## config.mk

```make
export PLATFORM = sky130hd
export DESIGN_NAME = drain_counter_flat
export DESIGN_NICKNAME = d
export VERILOG_FILES = /design/src/rtl/drain_counter_if.sv /design/src/rtl/drain_counter.sv /design/src/flat_wrapper.sv
export SDC_FILE = /design/constraint.sdc
export NUM_CORES = 1
export LEC_CHECK = 0
export CORE_ASPECT_RATIO = 1.2
export CORE_UTILIZATION = 47
export DETAILED_ROUTE_END_ITERATION = 10
export MAX_ROUTING_LAYER = met4
export PLACE_DENSITY = 0.81
export SETUP_SLACK_MARGIN = 0.5
export SLEW_MARGIN = 20
export SYNTH_ARGS = -nofsm -noshare
export SYNTH_HDL_FRONTEND = slang
export SYNTH_SLANG_ARGS = --single-unit
```

## constraint.sdc

```tcl
create_clock -name clk -period 2.68 [get_ports clk]
set_input_delay 0.536 -clock clk [delete_from_list [all_inputs] [get_ports clk]]
set_output_delay 0.536 -clock clk [all_outputs]
set_load 0.01 [all_outputs]
```

## src/rtl/drain_counter_if.sv

```systemverilog
// -----------------------------------------------------------------------------
// drain_counter_if
//
// Bundles the data and handshake signals around drain_counter:
//   - D0/D1 FIFO read side : empty_d0/d1, data_d0/d1 (in), pop_d0/d1 (out)
//   - merged output stream : out_data, out_dest, out_valid (out)
//   - counter read port    : req, req_idx (in), count_out, count_valid (out)
//
// Modports:
//   master : the drain_counter itself (drives pops, stream and count reply)
//   slave  : the environment (FIFOs, stream sink, counter reader)
// -----------------------------------------------------------------------------
interface drain_counter_if #(
  parameter int DATA_W = 6,
  parameter int CNT_W  = 5
);

  // FIFO read side
  logic              empty_d0;
  logic              empty_d1;
  logic [DATA_W-1:0] data_d0;
  logic [DATA_W-1:0] data_d1;
  logic              pop_d0;
  logic              pop_d1;

  // Merged output stream
  logic [DATA_W-1:0] out_data;
  logic              out_dest;
  logic              out_valid;

  // Counter read port
  logic              req;
  logic              req_idx;
  logic [CNT_W-1:0]  count_out;
  logic              count_valid;

  modport master (
    input  empty_d0, empty_d1, data_d0, data_d1, req, req_idx,
    output pop_d0, pop_d1, out_data, out_dest, out_valid, count_out, count_valid
  );

  modport slave (
    output empty_d0, empty_d1, data_d0, data_d1, req, req_idx,
    input  pop_d0, pop_d1, out_data, out_dest, out_valid, count_out, count_valid
  );

endinterface

```

## src/rtl/drain_counter.sv

```systemverilog
// -----------------------------------------------------------------------------
// drain_counter
//
// Drains the two destination FIFOs (D0, D1) in round-robin order and merges
// their words into one registered output stream tagged with the source. Keeps
// a saturating word count per destination, readable through a one-shot
// request/response port while the transaction layer is idle.
//
// Ports:
//   clk        : single clock, rising edge
//   reset      : asynchronous, active-low reset
//   init       : synchronous clear of counters, arbiter and in-flight tracking
//   active_in  : popping allowed only while 1
//   idle_in    : counter reads are served only while 1
//   error_in   : freezes draining
//   bus        : drain_counter_if.master (FIFO side, output stream, count port)
//
// Pipeline: pop in cycle N -> FIFO data valid in N+1 -> out_* registered,
// visible in N+2. Counters update on the same edge that raises out_valid.
// -----------------------------------------------------------------------------
module drain_counter #(
  parameter int DATA_W = 6,
  parameter int CNT_W  = 5
) (
  input  logic           clk,
  input  logic           reset,
  input  logic           init,
  input  logic           active_in,
  input  logic           idle_in,
  input  logic           error_in,
  drain_counter_if.master bus
);

  // ---------------------------------------------------------------------------
  // FSM encoding
  // ---------------------------------------------------------------------------
  localparam logic [1:0] ST_IDLE   = 2'd0;
  localparam logic [1:0] ST_RUN    = 2'd1;
  localparam logic [1:0] ST_REPORT = 2'd2;

  localparam logic [CNT_W-1:0] CNT_MAX = '1;

  // ---------------------------------------------------------------------------
  // State
  // ---------------------------------------------------------------------------
  logic [1:0]        state_q,       state_d;
  logic              grant_q,       grant_d;      // 0 = D0 has priority
  logic              pend_q,        pend_d;       // pop issued last cycle
  logic              pend_sel_q,    pend_sel_d;   // which FIFO was popped
  logic              idx_q,         idx_d;        // counter selected for REPORT
  logic [CNT_W-1:0]  cnt_d0_q,      cnt_d0_d;
  logic [CNT_W-1:0]  cnt_d1_q,      cnt_d1_d;
  logic [DATA_W-1:0] out_data_q,    out_data_d;
  logic              out_dest_q,    out_dest_d;
  logic              out_valid_q,   out_valid_d;
  logic [CNT_W-1:0]  count_out_q,   count_out_d;
  logic              count_valid_q, count_valid_d;

  // ---------------------------------------------------------------------------
  // Arbitration and pop strobes
  // ---------------------------------------------------------------------------
  logic run_ok;     // draining permitted this cycle
  logic sel;        // effective grant after skipping an empty FIFO
  logic pop_d0;
  logic pop_d1;
  logic any_pop;

  // NOTE: every signal written in an always_comb gets a default first, so no
  // path through the block leaves it unassigned and no latch is inferred.
  always_comb begin
    run_ok = active_in & ~error_in & ~init;

    // The registered grant only expresses priority: when the preferred FIFO
    // is empty the other one is taken, which keeps one word per cycle flowing
    // while only a single FIFO holds data.
    sel = grant_q;
    if (grant_q == 1'b0) begin
      sel = bus.empty_d0 ? 1'b1 : 1'b0;
    end else begin
      sel = bus.empty_d1 ? 1'b0 : 1'b1;
    end

    // Pops are suppressed in the very cycle active_in drops, error_in rises
    // or init is asserted, so nothing is pulled that cannot be tracked.
    pop_d0  = (state_q == ST_RUN) & run_ok & ~sel & ~bus.empty_d0;
    pop_d1  = (state_q == ST_RUN) & run_ok &  sel & ~bus.empty_d1;
    any_pop = pop_d0 | pop_d1;
  end

  // ---------------------------------------------------------------------------
  // FSM next state
  // ---------------------------------------------------------------------------
  always_comb begin
    state_d = state_q;
    idx_d   = idx_q;

    case (state_q)
      ST_IDLE: begin
        // A pending read is served before draining resumes; REPORT then
        // returns straight to RUN if the layer is still active.
        if (bus.req && idle_in) begin
          state_d = ST_REPORT;
        end else if (active_in && !error_in) begin
          state_d = ST_RUN;
        end
      end
      ST_RUN: begin
        if (!active_in || error_in) begin
          state_d = ST_IDLE;
        end else if (bus.req && idle_in && !any_pop) begin
          state_d = ST_REPORT;
        end
      end
      ST_REPORT: begin
        state_d = (active_in && !error_in) ? ST_RUN : ST_IDLE;
      end
      default: begin
        state_d = ST_IDLE;
      end
    endcase

    if (init) begin
      state_d = ST_IDLE;
    end

    // Latch the counter index only on entry; requests outside the entry
    // condition are dropped rather than queued.
    if ((state_d == ST_REPORT) && (state_q != ST_REPORT)) begin
      idx_d = bus.req_idx;
    end
  end

  // ---------------------------------------------------------------------------
  // Grant, in-flight tracking and output stream
  // ---------------------------------------------------------------------------
  always_comb begin
    grant_d    = grant_q;
    pend_d     = any_pop;
    pend_sel_d = pend_sel_q;
    out_valid_d = pend_q;
    out_data_d  = out_data_q;
    out_dest_d  = out_dest_q;

    // After a pop the other FIFO gets priority.
    if (any_pop) begin
      grant_d    = pop_d0;
      pend_sel_d = pop_d1;
    end

    // The FIFO read data is valid exactly one cycle after the pop.
    if (pend_q) begin
      out_data_d = pend_sel_q ? bus.data_d1 : bus.data_d0;
      out_dest_d = pend_sel_q;
    end

    // init clears the arbiter; a word already captured in pend_q is still
    // emitted above because out_*_d does not depend on init.
    if (init) begin
      grant_d = 1'b0;
      pend_d  = 1'b0;
    end
  end

  // ---------------------------------------------------------------------------
  // Saturating counters and count report
  // ---------------------------------------------------------------------------
  logic inc_d0;
  logic inc_d1;

  always_comb begin
    // Counting on the same edge that raises out_valid means a word emitted
    // in the cycle after init is never counted.
    inc_d0 = pend_q & ~pend_sel_q;
    inc_d1 = pend_q &  pend_sel_q;

    cnt_d0_d = cnt_d0_q;
    cnt_d1_d = cnt_d1_q;
    if (inc_d0 && (cnt_d0_q != CNT_MAX)) begin
      cnt_d0_d = cnt_d0_q + CNT_W'(1);
    end
    if (inc_d1 && (cnt_d1_q != CNT_MAX)) begin
      cnt_d1_d = cnt_d1_q + CNT_W'(1);
    end
    if (init) begin
      cnt_d0_d = '0;
      cnt_d1_d = '0;
    end

    // The reported value uses the next-state counter so an increment landing
    // in the REPORT cycle itself is included.
    count_valid_d = 1'b0;
    count_out_d   = count_out_q;
    if ((state_q == ST_REPORT) && !init) begin
      count_valid_d = 1'b1;
      count_out_d   = idx_q ? cnt_d1_d : cnt_d0_d;
    end
  end

  // ---------------------------------------------------------------------------
  // Registers
  // ---------------------------------------------------------------------------
  // NOTE: non-blocking assignments here, so every flop samples the values
  // that were settled before the edge regardless of statement order.
  always_ff @(posedge clk or negedge reset) begin
    if (!reset) begin
      state_q       <= ST_IDLE;
      grant_q       <= 1'b0;
      pend_q        <= 1'b0;
      pend_sel_q    <= 1'b0;
      idx_q         <= 1'b0;
      cnt_d0_q      <= '0;
      cnt_d1_q      <= '0;
      out_data_q    <= '0;
      out_dest_q    <= 1'b0;
      out_valid_q   <= 1'b0;
      count_out_q   <= '0;
      count_valid_q <= 1'b0;
    end else begin
      state_q       <= state_d;
      grant_q       <= grant_d;
      pend_q        <= pend_d;
      pend_sel_q    <= pend_sel_d;
      idx_q         <= idx_d;
      cnt_d0_q      <= cnt_d0_d;
      cnt_d1_q      <= cnt_d1_d;
      out_data_q    <= out_data_d;
      out_dest_q    <= out_dest_d;
      out_valid_q   <= out_valid_d;
      count_out_q   <= count_out_d;
      count_valid_q <= count_valid_d;
    end
  end

  // ---------------------------------------------------------------------------
  // Outputs
  // ---------------------------------------------------------------------------
  assign bus.pop_d0      = pop_d0;
  assign bus.pop_d1      = pop_d1;
  assign bus.out_data    = out_data_q;
  assign bus.out_dest    = out_dest_q;
  assign bus.out_valid   = out_valid_q;
  assign bus.count_out   = count_out_q;
  assign bus.count_valid = count_valid_q;

endmodule
```

## src/flat_wrapper.sv

```systemverilog
// flat-port wrapper written by rule: the top's interface ports become plain ports
module drain_counter_flat 
#(
  parameter int DATA_W = 6,
  parameter int CNT_W  = 5
)
  (clk, reset, init, active_in, idle_in, error_in, bus_empty_d0, bus_empty_d1, bus_data_d0, bus_data_d1, bus_req, bus_req_idx, bus_pop_d0, bus_pop_d1, bus_out_data, bus_out_dest, bus_out_valid, bus_count_out, bus_count_valid);
  drain_counter_if #(.DATA_W(DATA_W), .CNT_W(CNT_W)) bus_i ();
  input  logic clk;
  input  logic reset;
  input  logic init;
  input  logic active_in;
  input  logic idle_in;
  input  logic error_in;
  input wire logic [$bits(bus_i.empty_d0)-1:0] bus_empty_d0;
  input wire logic [$bits(bus_i.empty_d1)-1:0] bus_empty_d1;
  input wire logic [$bits(bus_i.data_d0)-1:0] bus_data_d0;
  input wire logic [$bits(bus_i.data_d1)-1:0] bus_data_d1;
  input wire logic [$bits(bus_i.req)-1:0] bus_req;
  input wire logic [$bits(bus_i.req_idx)-1:0] bus_req_idx;
  output wire logic [$bits(bus_i.pop_d0)-1:0] bus_pop_d0;
  output wire logic [$bits(bus_i.pop_d1)-1:0] bus_pop_d1;
  output wire logic [$bits(bus_i.out_data)-1:0] bus_out_data;
  output wire logic [$bits(bus_i.out_dest)-1:0] bus_out_dest;
  output wire logic [$bits(bus_i.out_valid)-1:0] bus_out_valid;
  output wire logic [$bits(bus_i.count_out)-1:0] bus_count_out;
  output wire logic [$bits(bus_i.count_valid)-1:0] bus_count_valid;
  assign bus_i.empty_d0 = bus_empty_d0;
  assign bus_i.empty_d1 = bus_empty_d1;
  assign bus_i.data_d0 = bus_data_d0;
  assign bus_i.data_d1 = bus_data_d1;
  assign bus_i.req = bus_req;
  assign bus_i.req_idx = bus_req_idx;
  assign bus_pop_d0 = bus_i.pop_d0;
  assign bus_pop_d1 = bus_i.pop_d1;
  assign bus_out_data = bus_i.out_data;
  assign bus_out_dest = bus_i.out_dest;
  assign bus_out_valid = bus_i.out_valid;
  assign bus_count_out = bus_i.count_out;
  assign bus_count_valid = bus_i.count_valid;
  drain_counter #(.DATA_W(DATA_W), .CNT_W(CNT_W)) u_core (.clk(clk), .reset(reset), .init(init), .active_in(active_in), .idle_in(idle_in), .error_in(error_in), .bus(bus_i));
endmodule
```

## Yosys cells after proc, flatten, opt, wreduce, memory -nomap -nowiden

Index checks and enable logic that the tools add are counted.
Widths: inputs -> output; s select.

- Logic and storage cells: 70
- Output and inout bits: 16
- Input bits: 22
- Register bits after elaboration: 30

- Multiplexer cells: 20
- Bitwise operators: 16
- Reductions and logical operators: 14
- Eq/ne operators: 6
- Add/subtract/negate cells: 2

Operator list:

| kind | count |
|---|---|
| $mux 5 | 5 |
| $add 5x1->5 const B | 2 |
| $mux 2 | 5 |
| $ne 5x5->1 const B | 2 |
| $and 1x1->1 | 9 |
| $mux 1 | 8 |
| $logic_and 1x1->1 | 7 |
| $mux 6 | 1 |
| $not 1->1 | 6 |
| $pmux 2 s3 | 1 |
| $eq 2x2->1 const B | 2 |
| $logic_not 1->1 | 4 |
| $eq 2x1->1 const B | 1 |
| $logic_not 2->1 | 1 |
| $ne 2x2->1 const B | 1 |
| $reduce_bool 2->1 | 1 |
| $logic_or 1x1->1 | 1 |
| $or 1x1->1 | 1 |

## Longest topological paths before layout

Gate-level depths: netlist (run 1).

- Depth in word-level cells: 15
- Mapped depth: 8
- Gate-level depth less buffers: 7

## Worst setup path after synthesis (run 1)

Ideal clock, no wire load.

- Path kind: input to output
- From: in error_in
- To: out bus_pop_d0
- Required time: 2144 ps
- Cell stages on the path: 4
- Path buffers: 0
- Setup slack: 579 ps
- Arrival: 1565 ps
- Cell sequence: nand2b_1 > or4b_1 > a211o_1 > inv_1

- Cells in the longest elaborated chain, start to end: 6

Ends and longest elaborated chain:

| what | RTL line | text |
|---|---|---|
| start: declaration | flat_wrapper.sv:14 | `input logic error_in;` |
| $not 1->1 | drain_counter.sv:71 | `run_ok = active_in & ~error_in & ~init;` |
| $and 1x1->1 (2 in series) | drain_counter.sv:71 |  |
| $and 1x1->1 (3 in series) | drain_counter.sv:85 | `pop_d0 = (state_q == ST_RUN) & run_ok & ~sel & ~bus.empty_d0;` |
| end: declaration | flat_wrapper.sv:21 | `output wire logic [$bits(bus_i.pop_d0)-1:0] bus_pop_d0;` |

Every way passes these cells.

## Final worst setup path (run 1)

- From: in init
- To: out bus_pop_d1

- Cells in the longest elaborated chain, start to end: 5

Ends and longest elaborated chain:

| what | RTL line | text |
|---|---|---|
| start: declaration | flat_wrapper.sv:11 | `input logic init;` |
| $not 1->1 | drain_counter.sv:71 |  |
| $and 1x1->1 | drain_counter.sv:71 |  |
| $and 1x1->1 (3 in series) | drain_counter.sv:86 | `pop_d1 = (state_q == ST_RUN) & run_ok & sel & ~bus.empty_d1;` |
| end: declaration | flat_wrapper.sv:22 | `output wire logic [$bits(bus_i.pop_d1)-1:0] bus_pop_d1;` |

Every way passes these cells.

==> results.cfg, run 1 <==
[status]
status = completed

[worst_setup_path]
max_stage_delay_ns = 0.55
cp_max_fo = 3
cp-start-kind = primary input
crit_path_cell_trace = clkdlybuf4s15_1, or4b_4, buf_4, nor2_4, o21a_1, buf_2
path_class = in2out
cp.arrival_ns = 1.74
critPathRequiredTime_ns = 2.14
cp_slowest_cell = or4b_4
end_kind = output port

[clock_network]
clockBufferDepth = 2
cts_root_buffer = clkbuf_4
clock-sinks = 30
cts_made_buffers = 5
cts.htree.levels = 2
hold_buffers = 0
clk-insertion-delay-late_ns = 0.34
clk_pin_slew_ns = 0.08
tritoncts = done

[global_routing]
grt_max_degree = 31
antenna_found_initial = 0
grt_pass1_wl_mm = 4.48
overflow = 0
grt_pass1_vias = 1089
grt_use_total = 0.209

[power_and_ir_drop]
cellLeakagePower_nw = 0.870
ir_drop_mv = 0.417
p_per_area_mw_per_mm2 = 471
design_power_total_mw = 0.887

[sta]
maxSlewViolCount = 0
hold_slack_ns = 0.503
relSlewSlack = 0.663
max_freq_mhz = 439
final.min_clock_period_ns = 2.28
final.setup.tns_ns = 0
setup-violations-final = 0
finalClockSkew_ns = 0.0177
fin_crit_sh = 0.849
finalWorstSetupSlack_ns = 0.404
rsz0062_at_grt = yes
worst_slew_pin_slew_ns = 0.506
hold_viol = 0

[logic_synthesis]
synthFlopType = dfrtp_1
syn-cell-area_mm2 = 0.00136
ys_warn_count = 0
postSynthAreaPerCell_um2 = 11.2
yosysSeqAreaShare = 0.554
synth.distinct_cells = 29
synthesis.nets = 147
async_flop_share = 1.00
syn_inst = 121
synth_edf_count = 0
ys_ff_latch = 30

[place]
dp_hpwl_mm = 2.06
dp_slack_ns = -0.345
place_congestion = 0.789
io_buffers = 37

[layout]
multi_input_area_um2 = 598
fillerInstances = 226
n_antenna_cell = 0
areaGrowthSynthToFinish_pct = 38.7
drive_gt1_frac = 0.170
nets = 197
regArea_um2 = 751

[floorplan]
ioPinCount = 38
start_util = 0.492
die_y_um = 60.8
die_x_um = 51.0
fp-row-count = 21
dieArea_mm2 = 0.00311
core_mm2 = 0.00276

[drt]
wire_per_inst_um = 13.6
drc = 0
avgViaCountPerCell = 5.20
ant_nets = 0
vias = 1067
first_pass_iters = 4
drt_wl_total_mm = 2.78
drtIter0Drc = 18

[flow_run]
cap_violations = 0

[worst_hold_path]
holdCritPathClass = reg2reg
cell usage in the layout (no fill, tap or decap), types with 2 or more instances in the layout:
cell type	n
inv_1	3
buf_2	3
ha_1	4
clkbuf_4	5
mux2i_1	10
nor2_1	17
o21a_1	2
nand3_1	2
mux2_2	3
clkdlybuf4s50_1	32
xor2_1	4
nand2b_1	2
o221ai_1	4
and3_1	2
nand4_1	2
buf_4	10
nand2_1	10
a21oi_1	8
dfrtp_1	30
clkinv_2	2
registers in the layout, summed over array words and instances, names as in the netlist:
name / count
u_core.pend_sel_q: 1
u_core.bus.count_valid: 1
u_core.idx_q: 1
u_core.cnt_d1_q: 5
u_core.bus.out_data: 6
u_core.bus.count_out: 5
u_core.out_valid_d: 1
u_core.bus.out_valid: 1
u_core.cnt_d0_q: 5
u_core.grant_q: 1
u_core.bus.out_dest: 1
u_core.state_q: 2
repair_timing:
item                                    CTS  global route
gates cloned                              0             0
endpoints found under the setup margin    2             3
setup buffers                             0             4
hold endpoints to repair                  0             0
pin swaps                                 2             3
gates resized for setup                  21             2
critical path, delay by kind of cell:
family / cells / cell delay (ns)
AOI/OAI and AO/OA: 1 / 0.12
buffers and inverters: 3 / 0.45
and+or+nand+nor: 2 / 0.63
path summary, 6_finish.rpt:
check | startpoint | end | slack (ns) | cells past startpoint
min in group asynchronous | reset | u_core.cnt_d1_q[2]$_DFF_PN0_ | 0.57 | 2
max in group asynchronous | reset | u_core.bus.out_data[5]$_DFFE_PN0P_ | 1.83 | 2
worst min-delay path | u_core.bus.count_out[1]$_DFFE_PN0P_ | u_core.bus.count_out[1]$_DFFE_PN0P_ | 0.50 | 2
worst max register to register | u_core.cnt_d0_q[0]$_DFF_PN0_ | u_core.bus.count_out[0]$_DFFE_PN0P_ | 0.54 | 7
worst min register to register | u_core.bus.count_out[1]$_DFFE_PN0P_ | u_core.bus.count_out[1]$_DFFE_PN0P_ | 0.50 | 2
worst max-delay path | init | bus_pop_d1 | 0.40 | 6
final cells by class:
type	instances	share of cell area
Sequential cell	30	0.399
Multi-Input combinational cell	84	0.318
Timing Repair Buffer	47	0.229
Tap cell	34	0.0226
Clock buffer	5	0.0199
Inverter	3	0.00598
Clock inverter	2	0.00532
Yosys cell counts (2+ instances only):
cell type	instances	area share
inv_1	3	0.0083
dfrtp_1	30	0.55
clkbuf_1	3	0.0083
nor2_1	18	0.050
mux2_2	3	0.025
o21a_1	2	0.011
o221ai_1	4	0.026
nand3_1	2	0.0074
mux2i_1	10	0.074
nand4_1	2	0.0092
nand2_1	10	0.028
xor2_1	4	0.026
nand2b_1	3	0.014
and3_1	2	0.0092
ha_1	4	0.037
a21oi_1	8	0.030
stage by stage:
stage	instances	util	area, um^2
3_3_place_gp	194	0.649	1790
3_5_place_dp	194	0.649	1790
2_1_floorplan	121	-	1360
6_report	205	0.682	1880
4_1_cts	201	0.668	1840
5_1_grt	205	0.682	1880
per-layer routing:
layer	GRT usage	up-vias	part of all wire
met1	0.211	505	0.41
met5	-	-	0
li1	-	523	-
met4	0.115	0	0.019
met3	0.0476	5	0.064
met2	0.372	34	0.51
power by group:
group / leakage [nW] / switching (mW) / internal (mW)
combinational: 0.451 / 0.0544 / 0.0889
clock: 0.0308 / 0.145 / 0.0939
sequential: 0.389 / 0.0267 / 0.478
cells by family after synthesis:
| logic type | after synthesis | synth area share |
|---|---|---|
| and+or+nand+nor | 44 | 0.165 |
| xor gates and xnor gates | 5 | 0.0323 |
| buffers and inverters | 7 | 0.0249 |
| AOI/OAI and AO/OA | 18 | 0.0886 |
| muxes | 13 | 0.0987 |
| adders and majority gates | 4 | 0.0369 |
| DFF | 30 | 0.554 |
(Power assumes the default switching activity.)
==> run 2: changes to the inputs <==
==> constraint.sdc (replaced) <==
create_clock -name clk -period 2.3 [get_ports clk]
set_input_delay 0.46 -clock clk [delete_from_list [all_inputs] [get_ports clk]]
set_output_delay 0.46 -clock clk [all_outputs]
set_load 0.01 [all_outputs]
==> results.cfg, run 2 (synthesis results as in run 1) <==
[power_and_ir_drop]
ir_drop_mv = 0.488
design_power_total_mw = 1.11
intPower_mw = 0.818
p_sw_frac = 0.261
switching_power_mw = 0.289
clkPwrFrac = 0.300
cellLeakagePower_nw = 0.990
p_per_area_mw_per_mm2 = 505
p_seq_frac = 0.532
power_frac_comb = 0.168

[drt]
ant_nets = 0
drt_wl_total_mm = 3.98
drc = 0
wire_per_inst_um = 17.8
avgViaCountPerCell = 5.59
first_pass_iters = 4
drtIter0Drc = 41
vias = 1252

[layout]
final_util = 0.795
largest_reg_flops = 6
final_area_mm2 = 0.00219
drive_gt1_frac = 0.358
n_antenna_cell = 0
areaGrowthSynthToFinish_pct = 61.7
mostFrequentLayoutCells = clkdlybuf4s50_1 (31), dfrtp_1 (30), buf_4 (23)
fillerInstances = 172
multi_input_area_um2 = 731
final_cells = 224
final_common_cell = clkdlybuf4s50_1
regArea_um2 = 751
nets = 215

[clock_network]
clockBufferDepth = 2
cts_root_buffer = clkbuf_4
tritoncts = done
cts_made_buffers = 5
clk-insertion-delay-late_ns = 0.33
cts.htree.levels = 2
clk_pin_slew_ns = 0.10
clock-sinks = 30

[worst_setup_path]
crit_cells = 5
cp_max_fo = 3
cp.arrival_ns = 1.69
max_stage_delay_ns = 0.58
reg2reg_from = u_core.cnt_d0_q[0]$_DFF_PN0_
end_kind = output port
path_class = in2out
cp-start-kind = primary input
cp_top_family = simple AND/OR/NAND/NOR gates
startpoint = init
worst-path-buf-inv = 3
critPathRequiredTime_ns = 1.84
reg2reg_depth = 9
crit_path_cell_trace = clkdlybuf4s15_1, or4b_4, a211o_1, inv_2, buf_6
cp_slowest_cell = or4b_4

[sta]
finalWorstSetupSlack_ns = 0.151
relSlewSlack = 0.650
hold_viol = 0
max_freq_mhz = 465
rsz0062_at_grt = yes
finalClockSkew_ns = 0.0130
hold_slack_ns = 0.497
maxSlewViolCount = 0
fin_crit_sh = 0.934
final.setup.tns_ns = 0
final.min_clock_period_ns = 2.15
worst_slew_pin_slew_ns = 0.525
setup-violations-final = 0

[global_routing]
grt_max_degree = 31
grt_use_total = 0.239
grt_pass1_vias = 1136
met1_usage = 0.224
met3_usage = 0.0752
busiest_layer = met2
gr-usage-met2 = 0.430
antenna_found_initial = 0
overflow = 0
grt_pass1_wl_mm = 4.92

[place]
place_congestion = 0.778
dp_slack_ns = -0.551
dp_hpwl_mm = 2.13
io_buffers = 37
dpl_cell_area_mm2 = 0.00183
dp.cells = 196

[floorplan]
die_x_um = 51.0
fp-row-count = 21
start_util = 0.492
ioPinCount = 38
die_y_um = 60.8
dieArea_mm2 = 0.00311
core_mm2 = 0.00276

[status]
status = completed

[flow_run]
cap_violations = 0

[worst_hold_path]
holdCritPathClass = in2async
[run 2: changes by cell type in the layout (fill, tap and decap cells not counted), sizes merged]
cell / before / now
buf: 14 / 32
clkbuf: 5 / 6
clkdlybuf4s50: 32 / 31
clkinv: 2 / 1
clkinvlp: 0 / 1
dlymetal6s2s: 0 / 1
[run 2: final timing paths]
path	slack [ns]	to
setup / recovery	0.15	bus_pop_d0
hold / removal	0.50	u_core.cnt_d0_q[2]$_DFF_PN0_
setup reg to reg	0.28	u_core.cnt_d0_q[3]$_DFF_PN0_
hold reg to reg	0.52	u_core.bus.count_out[0]$_DFFE_PN0P_
max in group asynchronous	1.52	u_core.grant_q$_DFFE_PN0P_
min in group clk	0.50	u_core.out_valid_d$_DFF_PN0_
[run 2: metal layers]
layer / vias up / wire length [um]
met1: 619 / 1500
li1: 561 / -
met5: - / 0
met3: 18 / 212
met4: 0 / 174
met2: 54 / 2100
[run 2: what timing repair did]
action,CTS,global route
hold endpoints to repair,0,0
resized for setup,32,19
pin swaps,12,14
setup endpoints to repair,12,15
hold buffers,0,0
setup buffers,13,7
[run 2: cell type report]
cell class | instances | share of cell area
clock buffer | 6 | 0.0234
clock inverter | 2 | 0.00570
inverter | 3 | 0.00513
multi-input combinational | 84 | 0.333
sequential | 30 | 0.342
tap | 34 | 0.0194
timing repair buffer | 65 | 0.271
[run 2: power by group through the flow]
stage	clock, mW	sequential [mW]	combinational [mW]
2_1_floorplan	0	0.595	0.0676
3_3_place_gp	0	0.597	0.165
3_5_place_dp	0	0.600	0.171
4_1_cts	0.339	0.589	0.176
5_1_grt	0.359	0.594	0.200
6_report	0.332	0.589	0.186
